<file path="config.mk">
export PLATFORM = sky130hd
export DESIGN_NAME = demux14_sched
export DESIGN_NICKNAME = d
export VERILOG_FILES = /design/src/rtl/demux14_sched.sv
export SDC_FILE = /design/constraint.sdc
export NUM_CORES = 1
export LEC_CHECK = 0
export ABC_AREA = 1
export CAP_MARGIN = 15
export CORE_ASPECT_RATIO = 1.75
export CORE_MARGIN = 3
export CORE_UTILIZATION = 30
export CTS_BUF_LIST = sky130_fd_sc_hd__clkbuf_2 sky130_fd_sc_hd__clkbuf_4 sky130_fd_sc_hd__clkbuf_8
export DETAILED_ROUTE_END_ITERATION = 6
export GPL_ROUTABILITY_DRIVEN = 0
export GPL_TIMING_DRIVEN = 0
export PLACE_DENSITY_LB_ADDON = 0.3
export SETUP_SLACK_MARGIN = 0.02
export SLEW_MARGIN = 5
export SYNTH_ARGS = -nofsm -noshare
export SYNTH_HDL_FRONTEND = slang
export SYNTH_SLANG_ARGS = --single-unit
</file>
<file path="constraint.sdc">
create_clock -name clk -period 2.82 [get_ports clk]
set_input_delay 0.705 -clock clk [delete_from_list [all_inputs] [get_ports clk]]
set_output_delay 0.705 -clock clk [all_outputs]
set_load 0.01 [all_outputs]
</file>
<file path="src/rtl/demux14_sched.sv">
// Round-robin 1:4 dispatcher: buffers one word from a valid/ready producer and
// presents it on a shared bus with a one-hot valid toward the chosen sink.
module demux14_sched #(
   parameter int WIDTH = 8,
   parameter int CNTW  = 16
) (
   input  logic             clk,
   input  logic             rst_n,
   input  logic [WIDTH-1:0] in_data,
   input  logic             in_valid,
   output logic             in_ready,
   input  logic [3:0]       en,
   output logic [WIDTH-1:0] out_data,
   output logic [3:0]       out_valid,
   input  logic [3:0]       out_ready,
   output logic [1:0]       sel,
   output logic             busy,
   output logic [CNTW-1:0]  cnt
);

   typedef enum logic {
      IDLE = 1'b0,
      SEND = 1'b1
   } state_t;

   state_t           state_q, state_d;
   logic [1:0]       ptr_q, ptr_d;
   logic [1:0]       sel_q, sel_d;
   logic [WIDTH-1:0] buf_q, buf_d;
   logic [CNTW-1:0]  cnt_q, cnt_d;
   logic             deliver;
   logic             accept;

   // First enabled sink at or after base; scanning downward lets the lowest offset win.
   function automatic logic [1:0] rr_pick(input logic [1:0] base, input logic [3:0] mask);
      logic [1:0] cand;
      rr_pick = base;
      for (int i = 3; i >= 0; i--) begin
         cand = base + 2'(i);
         if (mask[cand]) rr_pick = cand;
      end
   endfunction

   always_comb begin
      // NOTE: every signal gets a default first so no path can infer a latch.
      state_d  = state_q;
      sel_d    = sel_q;
      buf_d    = buf_q;
      deliver  = (state_q == SEND) && out_ready[sel_q];
      cnt_d    = cnt_q + {{(CNTW-1){1'b0}}, deliver};
      ptr_d    = deliver ? sel_q + 2'd1 : ptr_q;
      in_ready = rst_n && (|en) && ((state_q == IDLE) || deliver);
      accept   = in_valid && in_ready;

      // The reload pick uses the already-advanced pointer so back-to-back words rotate.
      if (accept) begin
         buf_d   = in_data;
         sel_d   = rr_pick(ptr_d, en);
         state_d = SEND;
      end else if (deliver) begin
         state_d = IDLE;
      end
   end

   always_ff @(posedge clk or negedge rst_n) begin
      if (!rst_n) begin
         state_q <= IDLE;
         ptr_q   <= 2'd0;
         sel_q   <= 2'd0;
         buf_q   <= '0;
         cnt_q   <= '0;
      end else begin
         // NOTE: non-blocking updates so every flop samples pre-edge values.
         state_q <= state_d;
         ptr_q   <= ptr_d;
         sel_q   <= sel_d;
         buf_q   <= buf_d;
         cnt_q   <= cnt_d;
      end
   end

   assign busy      = (state_q == SEND);
   assign out_valid = busy ? (4'b0001 << sel_q) : 4'b0000;
   assign out_data  = buf_q;
   assign sel       = sel_q;
   assign cnt       = cnt_q;

endmodule

</file>
==> results of run 1 <==
## cell type report
type                    instances  area, µm²  share of cell area
multi-input cells             134        890               0.356
inverters                      27        101              0.0406
flip-flops and latches         29        726               0.291
well taps                      74       92.6              0.0371
clock inverters                 1       30.0              0.0120
clock buffers                   7       90.1              0.0361
plain buffers                   2       10.0             0.00401
repair buffers                 58        557               0.223
## metrics by stage
step | instance area (µm²) | setup slack, ps
4_1_cts | 2450 | 8.35
5_1_grt | 2500 | 103
3_3_place_gp | 2260 | -909
2_1_floorplan | 1670 | 275
6_report | 2500 | 336
3_5_place_dp | 2250 | -543
## power breakdown
group          internal, mW  switching (mW)
clock                 0.297           0.157
sequential            0.553           0.139
combinational         0.595           0.730
## placed cells by master (no fill, tap or decap), types with 4 or more instances in the layout
master,count
nand3_1,9
clkdlybuf4s50_1,44
nand2_2,18
nand3_4,4
inv_1,21
inv_2,6
ha_1,4
nand2_1,59
buf_4,8
nand4_1,6
xor2_1,10
clkbuf_8,6
dfrtp_1,29
## kinds of logic (layout without fill, tap and decap cells)
| logic type | count (synthesis) | after routing | synth area share |
|---|---|---|---|
| xor gates and xnor gates | 13 | 13 | 0.0684 |
| AOI/OAI and AO/OA | 3 | 3 | 0.0120 |
| DFF | 29 | 29 | 0.436 |
| adders and majority gates | 6 | 6 | 0.0451 |
| buffers and inverters | 29 | 95 | 0.0669 |
| and+or+nand+nor | 112 | 112 | 0.372 |
## timing repair
action	CTS	global route
resized for setup	12	8
pin swaps	8	7
hold buffers	0	0
buffers inserted	4	4
endpoints found under the setup margin	5	5
## sequential cells by signal, indices dropped and copies added (netlist names)
register and cells:
out_data 8, cnt 16, sel 2, ptr_q 2
busy 1
## routing by layer
| metal | track usage | wire length [µm] |
|---|---|---|
| met1 | 0.120 | 1420 |
| met2 | 0.241 | 2300 |
| met3 | 0.0301 | 140 |
| met5 | 0 | 0 |
| met4 | 0.0711 | 125 |
## how the worst max path moves through the flow
stage	cells after the start	to	slack, ps	startpoint
detailed placement	14	cnt[14]$_DFF_PN0_	-540	out_ready[1]
floorplan	13	cnt[14]$_DFF_PN0_	270	out_ready[3]
finish	5	out_valid[0]	340	sel[0]$_DFFE_PN0P_
global placement	4	in_ready	-910	rst_n
CTS	9	in_ready	8	out_ready[1]
global route	14	cnt[14]$_DFF_PN0_	100	sel[0]$_DFFE_PN0P_
## worst max-delay path, stage by stage (launching register included)
cell	delay (ps)
dfrtp_1	500
inv_2	190
ha_1	160
nand2_1	50
inv_1	70
clkdlybuf4s50_1	530
==> impl_table.tex, run 1 <==
\begin{tabular}{lr}
\hline
Metric & Value \\
\hline
\multicolumn{2}{l}{\textbf{Timing}} \\
\quad Min Clock Period, post-route & between 2000 and 2500 ps \\
\quad Sum of negative setup slack & 0 ps \\
\quad Tightest Pin Transition & $\sim$700 ps \\
\quad Post-route clock skew & about 4.7 ps \\
\quad Period utilization & 0.881 \\
\quad Number of hold-slack violations in the final timing report & 0 \\
\quad Setup-violating endpoint count in the final report & 0 \\
\quad Hold\_ws & 459 ps \\
\quad Setup repair after global routing missed its margin & no \\
\quad Rel. slew slack & 0.544 \\
\quad Maximum clock rate & a little over 0.4 GHz \\
\quad Max-slew violation count & 0 \\
\multicolumn{2}{l}{\textbf{Power and ir drop}} \\
\quad PnR Total Power & between 2 and 2.5 mW \\
\quad Static leakage power & $\sim$1.2 nW \\
\quad Areal power density over the cells & approximately 990 mW/mm² \\
\quad Peak VDD IR & between 400 and 500 µV \\
\multicolumn{2}{l}{\textbf{Placed design}} \\
\quad Number of placed cells counting well taps & approximately 320 \\
\quad Port buffer count & 50 \\
\quad Post-detail-place hpwl & $\sim$2.9 mm \\
\multicolumn{2}{l}{\textbf{Yosys}} \\
\quad Area share of the leading cell type in the synthesized netlist & 0.436 \\
\quad Number of synthesized flops with an enable pin & 0 \\
\quad Post-synthesis average cell area & roughly 8.7 µm² \\
\quad Netlist Area Pre-Place & $\sim$0.0017 mm² \\
\quad Most frequent cell after synthesis & nand2\_1 \\
\quad Distinct cell type count after synthesis & 24 \\
\quad Net Count, Synth & $\sim$220 \\
\quad Most used flip-flop cell after synthesis & dfrtp\_1 \\
\quad Sequential cell area fraction in the yosys report & 0.436 \\
\quad Cell accounting for the most synthesized area & dfrtp\_1 \\
\quad FFs w/ async S/R, synth & 1.00 \\
\quad Synth area leaders & dfrtp\_1, nand2\_1, nand2\_2, xor2\_1, inv\_1 \\
\quad Gate count after technology mapping & $\sim$190 \\
\quad Number of warning messages in the yosys log & 0 \\
\quad Most used standard cells in the synthesized netlist & nand2\_1, dfrtp\_1, inv\_1, nand2\_2, nand3\_1 \\
\quad Count of state elements after synthesis & 29 \\
\multicolumn{2}{l}{\textbf{Setup path}} \\
\quad Critical path peak fanout & 8 \\
\quad Terminus of the critical flop-to-flop path & cnt[14]\$\_DFF\_PN0\_ \\
\quad Arrival time worst endpoint & about 1800 ps \\
\quad Worst setup EP type & primary output \\
\quad Launch point of the worst reg-to-reg path & sel[0]\$\_DFFE\_PN0P\_ \\
\quad Register-to-register setup slack & approximately 340 ps \\
\quad WS Path Type & reg -> out \\
\quad Kind of start point of the critical path & flip-flop \\
\quad R2R depth & 14 \\
\quad Required time at the endpoint of the critical path & around 2100 ps \\
\multicolumn{2}{l}{\textbf{Clock tree}} \\
\quad Total clock buffers created by CTS & 5 \\
\quad Clock input transition at the sequential cells of the worst setup and hold paths & roughly 60 ps \\
\quad Clock tree from TritonCTS & done \\
\quad Max Buffers Root-to-Sink & 2 \\
\quad Root buffer cell & clkbuf\_8 \\
\quad Clock Sink Count & 29 \\
\quad Number of levels in the clock H-tree & 2 \\
\quad Insertion delay to the later sink of the worst-skew pair & 280 ps \\
\multicolumn{2}{l}{\textbf{Route}} \\
\quad Remaining number of nets flagged by the antenna check after routing & 0 \\
\quad Number of vias per cell after detailed routing & 4.37 \\
\quad Sum of routed wire length over all layers & between 3 and 4 mm \\
\quad Via count & 1,450 \\
\quad Initial DRC Count & 34 \\
\quad Number of iterations in the first detailed-routing pass & 4 \\
\quad Total DRC errors in the routed layout & 0 \\
\quad Routed len/inst & $\sim$12 µm \\
\multicolumn{2}{l}{\textbf{Flow run}} \\
\quad Number of max-capacitance violations reported & 0 \\
\multicolumn{2}{l}{\textbf{Cells and area}} \\
\quad Share of final-layout standard cells stronger than drive strength 1 & 0.244 \\
\quad Filler cells & a little over 500 \\
\quad ANT cells & 0 \\
\quad Growth of design area from synthesis to finish & 49.9\% \\
\quad Final cell count without fillers & about 330 \\
\quad Final layout net count & between 200 and 300 \\
\quad Final core utilization & 0.471 \\
\multicolumn{2}{l}{\textbf{Global routing}} \\
\quad Vias in the first global route & around 1,400 \\
\quad Number of antenna violations at the first check in global routing & 0 \\
\quad Total global routing track utilization & 0.126 \\
\quad GRT Residual Overflow & 0 \\
\quad Global-route wire length before repair & 6.49 mm \\
\quad Maximum number of pins on one net before global-route repair & 31 \\
\multicolumn{2}{l}{\textbf{Worst hold path}} \\
\quad Cells on Worst Hold Path & 1 \\
\quad Destination of the worst hold path & cnt[15]\$\_DFF\_PN0\_ \\
\quad Class of the tightest hold or removal check & reg -> reg \\
\quad Launch instance of the worst min-delay path & cnt[15]\$\_DFF\_PN0\_ \\
\multicolumn{2}{l}{\textbf{Run status}} \\
\quad Status & complete, no violations \\
\multicolumn{2}{l}{\textbf{Floorplanning}} \\
\quad Die span in x & 62.3 µm \\
\quad Core outline area & approximately 0.0053 mm² \\
\quad Number of placement rows & 35 \\
\quad I/O Pins & slightly above 50 \\
\quad Height of the die & roughly 100 µm \\
\quad Die outline area & $\sim$0.0065 mm² \\
\quad Initial cell density of the core & 0.314 \\
\hline
\end{tabular}
No activity file was read; power rests on OpenSTA's default activity.
==> run 2, diff against run 1 <==
--- a/config.mk
+++ b/config.mk
@@ -5,11 +5,10 @@
 export SDC_FILE = /design/constraint.sdc
 export NUM_CORES = 1
 export LEC_CHECK = 0
-export ABC_AREA = 1
 export CAP_MARGIN = 15
 export CORE_ASPECT_RATIO = 1.75
-export CORE_MARGIN = 3
-export CORE_UTILIZATION = 30
+export CORE_MARGIN = 5
+export CORE_UTILIZATION = 46
 export CTS_BUF_LIST = sky130_fd_sc_hd__clkbuf_2 sky130_fd_sc_hd__clkbuf_4 sky130_fd_sc_hd__clkbuf_8
 export DETAILED_ROUTE_END_ITERATION = 6
 export GPL_ROUTABILITY_DRIVEN = 0
==> impl_table.tex, run 2 <==
\begin{tabular}{lr}
\hline
Metric & Value \\
\hline
\multicolumn{2}{l}{\textbf{Clock tree}} \\
\quad Max Buffers Root-to-Sink & 2 \\
\quad Number of levels in the clock H-tree & 2 \\
\quad Total clock buffers created by CTS & 5 \\
\quad Quantity of hold-fixing buffers added after cts & 0 \\
\quad Root buffer cell & clkbuf\_8 \\
\quad Insertion delay to the later sink of the worst-skew pair & 280 ps \\
\quad Clock tree from TritonCTS & done \\
\quad Clock input transition at the sequential cells of the worst setup and hold paths & approximately 60 ps \\
\quad Clock Sink Count & 29 \\
\multicolumn{2}{l}{\textbf{Cells and area}} \\
\quad ANT cells & 0 \\
\quad Final cell count without fillers & 228 \\
\quad Filler cells & around 250 \\
\quad Share of final-layout standard cells stronger than drive strength 1 & 0.168 \\
\quad Commonest cells after routing, fill and taps aside & clkdlybuf4s50\_1, dfrtp\_1, xnor2\_1 \\
\quad Leading cell type in the layout, fill and taps excluded & clkdlybuf4s50\_1 \\
\quad Register area & between 700 and 800 µm² \\
\quad Growth of design area from synthesis to finish & 46.5\% \\
\quad Area occupied by multi-input gates & 727 µm² \\
\quad Max FFs per register & 16 \\
\quad Final layout net count & between 200 and 250 \\
\multicolumn{2}{l}{\textbf{Floorplanning}} \\
\quad I/O Pins & 51 \\
\quad Number of placement rows & 27 \\
\quad Initial cell density of the core & 0.472 \\
\quad Core outline area & 0.00314 mm² \\
\quad Die span in x & 52.9 µm \\
\quad Die outline area & 0.00450 mm² \\
\quad Height of the die & 85.1 µm \\
\multicolumn{2}{l}{\textbf{Placed design}} \\
\quad Number of placed cells counting well taps & between 200 and 250 \\
\quad Port buffer count & slightly below 50 \\
\quad Worst slack, placed & -618 ps \\
\quad Post-detail-place hpwl & around 2.8 mm \\
\multicolumn{2}{l}{\textbf{Timing}} \\
\quad Min Clock Period, post-route & around 2700 ps \\
\quad Fin worst setup slack & roughly 78 ps \\
\quad Setup-violating endpoint count in the final report & 0 \\
\quad Setup repair after global routing missed its margin & no \\
\quad Rel. slew slack & 0.767 \\
\quad Tightest Pin Transition & roughly 340 ps \\
\quad Maximum clock rate & between 0.3 and 0.4 GHz \\
\quad Period utilization & 0.972 \\
\quad Max-slew violation count & 0 \\
\quad Number of hold-slack violations in the final timing report & 0 \\
\quad Post-route clock skew & 7.16 ps \\
\multicolumn{2}{l}{\textbf{Power and ir drop}} \\
\quad Switching portion of total power & 0.331 \\
\quad Peak VDD IR & 662 µV \\
\quad Clk network pwr share & 0.238 \\
\quad Areal power density over the cells & around 860 mW/mm² \\
\quad P\_sw & slightly above 600 µW \\
\quad Static leakage power & between 0.9 and 1 nW \\
\quad Sequential share of power & 0.348 \\
\quad Internal power & $\sim$1.3 mW \\
\quad Relative contribution of combinational cells to total power & 0.414 \\
\multicolumn{2}{l}{\textbf{Setup path}} \\
\quad Capturing instance or port of the critical path & in\_ready \\
\quad Launch point of the worst reg-to-reg path & sel[1]\$\_DFFE\_PN0P\_ \\
\quad Terminus of the critical flop-to-flop path & cnt[12]\$\_DFF\_PN0\_ \\
\quad Worst setup EP type & primary output \\
\quad Required time at the endpoint of the critical path & about 2100 ps \\
\quad Kind of start point of the critical path & primary input \\
\quad Beginning of the critical path & out\_ready[3] \\
\quad Critical path peak fanout & 2 \\
\quad Register-to-register setup slack & a little over 600 ps \\
\quad R2R depth & 7 \\
\quad Arrival time worst endpoint & approximately 2000 ps \\
\quad WS Path Type & in -> out \\
\multicolumn{2}{l}{\textbf{Yosys}} \\
\quad Most frequent cell after synthesis & dfrtp\_1 \\
\quad Most used flip-flop cell after synthesis & dfrtp\_1 \\
\quad FFs w/ async S/R, synth & 1.00 \\
\quad Area share of the leading cell type in the synthesized netlist & 0.489 \\
\quad Count of state elements after synthesis & 29 \\
\quad Netlist Area Pre-Place & 0.00148 mm² \\
\quad Distinct cell type count after synthesis & 37 \\
\quad Sequential cell area fraction in the yosys report & 0.489 \\
\quad Net Count, Synth & $\sim$150 \\
\quad Synth area leaders & dfrtp\_1, xnor2\_1, mux2\_2, ha\_1, nand3\_1 \\
\quad Most used standard cells in the synthesized netlist & dfrtp\_1, xnor2\_1, nand2\_1, mux2\_2, nand3\_1 \\
\quad Number of synthesized flops with an enable pin & 0 \\
\quad Cell accounting for the most synthesized area & dfrtp\_1 \\
\quad Gate count after technology mapping & 126 \\
\quad Number of warning messages in the yosys log & 0 \\
\quad Post-synthesis average cell area & 11.8 µm² \\
\multicolumn{2}{l}{\textbf{Route}} \\
\quad Number of iterations in the first detailed-routing pass & 4 \\
\quad Sum of routed wire length over all layers & approximately 3.7 mm \\
\quad Remaining number of nets flagged by the antenna check after routing & 0 \\
\quad Via count & 1,191 \\
\quad Total DRC errors in the routed layout & 0 \\
\quad Routed len/inst & between 15 and 20 µm \\
\quad Initial DRC Count & 24 \\
\quad Number of vias per cell after detailed routing & 5.22 \\
\multicolumn{2}{l}{\textbf{Global routing}} \\
\quad Total global routing track utilization & 0.189 \\
\quad Vias in the first global route & between 1,000 and 1,500 \\
\quad Maximum number of pins on one net before global-route repair & 20 \\
\quad Global-route wire length before repair & between 6 and 7 mm \\
\quad Number of antenna violations at the first check in global routing & 0 \\
\quad GRT Residual Overflow & 0 \\
\multicolumn{2}{l}{\textbf{Run status}} \\
\quad Status & complete, no violations \\
\multicolumn{2}{l}{\textbf{Worst hold path}} \\
\quad Class of the tightest hold or removal check & in -> async \\
\multicolumn{2}{l}{\textbf{Flow run}} \\
\quad Number of max-capacitance violations reported & 0 \\
\hline
\end{tabular}
## run 2: worst max-delay path, cell delays in order
cell and delay [ps]:
clkdlybuf4s50_1 420, mux4_2 470, nand2b_4 160, and2_1 140, buf_2 140
## run 2: through the flow
| step | setup TNS, ps | area, µm² | util | total power [mW] | hold slack [ps] |
|---|---|---|---|---|---|
| global placement | -3580 | 2030 | 0.645 | 1.37 | 465 |
| finish | 0 | 2170 | 0.691 | 1.87 | 313 |
| floorplan | 0 | 1480 | - | 1.04 | 409 |
| detailed placement | -676 | 2040 | 0.650 | 1.42 | 479 |
| global route | 0 | 2170 | 0.691 | 1.99 | 320 |
| CTS | 0 | 2170 | 0.691 | 1.89 | 488 |
## run 2: final cells by class
cell class / count / area share
plain buffers: 2 / 0.00691
inverters: 6 / 0.0104
flip-flops and latches: 29 / 0.334
clock buffers: 6 / 0.0380
well taps: 43 / 0.0248
clock inverters: 2 / 0.0173
repair buffers: 51 / 0.234
multi-input cells: 89 / 0.335
## run 2: worst min-delay path by stage
stage | startpoint | endpoint | slack (ps) | cells after the start
after floorplan | rst_n | busy$_DFFE_PN0P_ | 410 | 0
after global placement | cnt[15]$_DFF_PN0_ | cnt[15]$_DFF_PN0_ | 460 | 1
after detailed placement | cnt[15]$_DFF_PN0_ | cnt[15]$_DFF_PN0_ | 480 | 1
after CTS | cnt[15]$_DFF_PN0_ | cnt[15]$_DFF_PN0_ | 490 | 1
after global routing | rst_n | cnt[1]$_DFF_PN0_ | 320 | 1
final | rst_n | cnt[1]$_DFF_PN0_ | 310 | 1
## run 2: power groups by stage
stage | sequential, mW | clock (mW) | combinational (mW)
finish | 0.651 | 0.446 | 0.776
floorplan | 0.678 | 0 | 0.357
CTS | 0.653 | 0.456 | 0.783
global route | 0.674 | 0.480 | 0.835
detailed placement | 0.654 | 0 | 0.766
global placement | 0.646 | 0 | 0.726
## run 2: kinds of logic after synthesis
| kind of cell | Yosys count | share of synthesized area |
|---|---|---|
| adders and majority gates | 6 | 0.0506 |
| buffers and inverters | 8 | 0.0253 |
| muxes | 12 | 0.100 |
| AOI/OAI and AO/OA | 16 | 0.0987 |
| DFF | 29 | 0.489 |
| xor gates and xnor gates | 14 | 0.0827 |
| and+or+nand+nor | 41 | 0.153 |
## run 2: metal layers
| layer | up-vias | track usage | wire length [µm] |
|---|---|---|---|
| met2 | 39 | 0.348 | 2120 |
| met1 | 582 | 0.187 | 1290 |
| met3 | 8 | 0.0475 | 199 |
| met5 | - | 0 | 0 |
| li1 | 562 | - | - |
| met4 | 0 | 0.0884 | 96 |
## run 2: what timing repair did
item	CTS	global route
hold endpoints to repair	0	0
endpoints found under the setup margin	1	1
gates resized for setup	7	3
cloned	0	0
buffers inserted	1	0
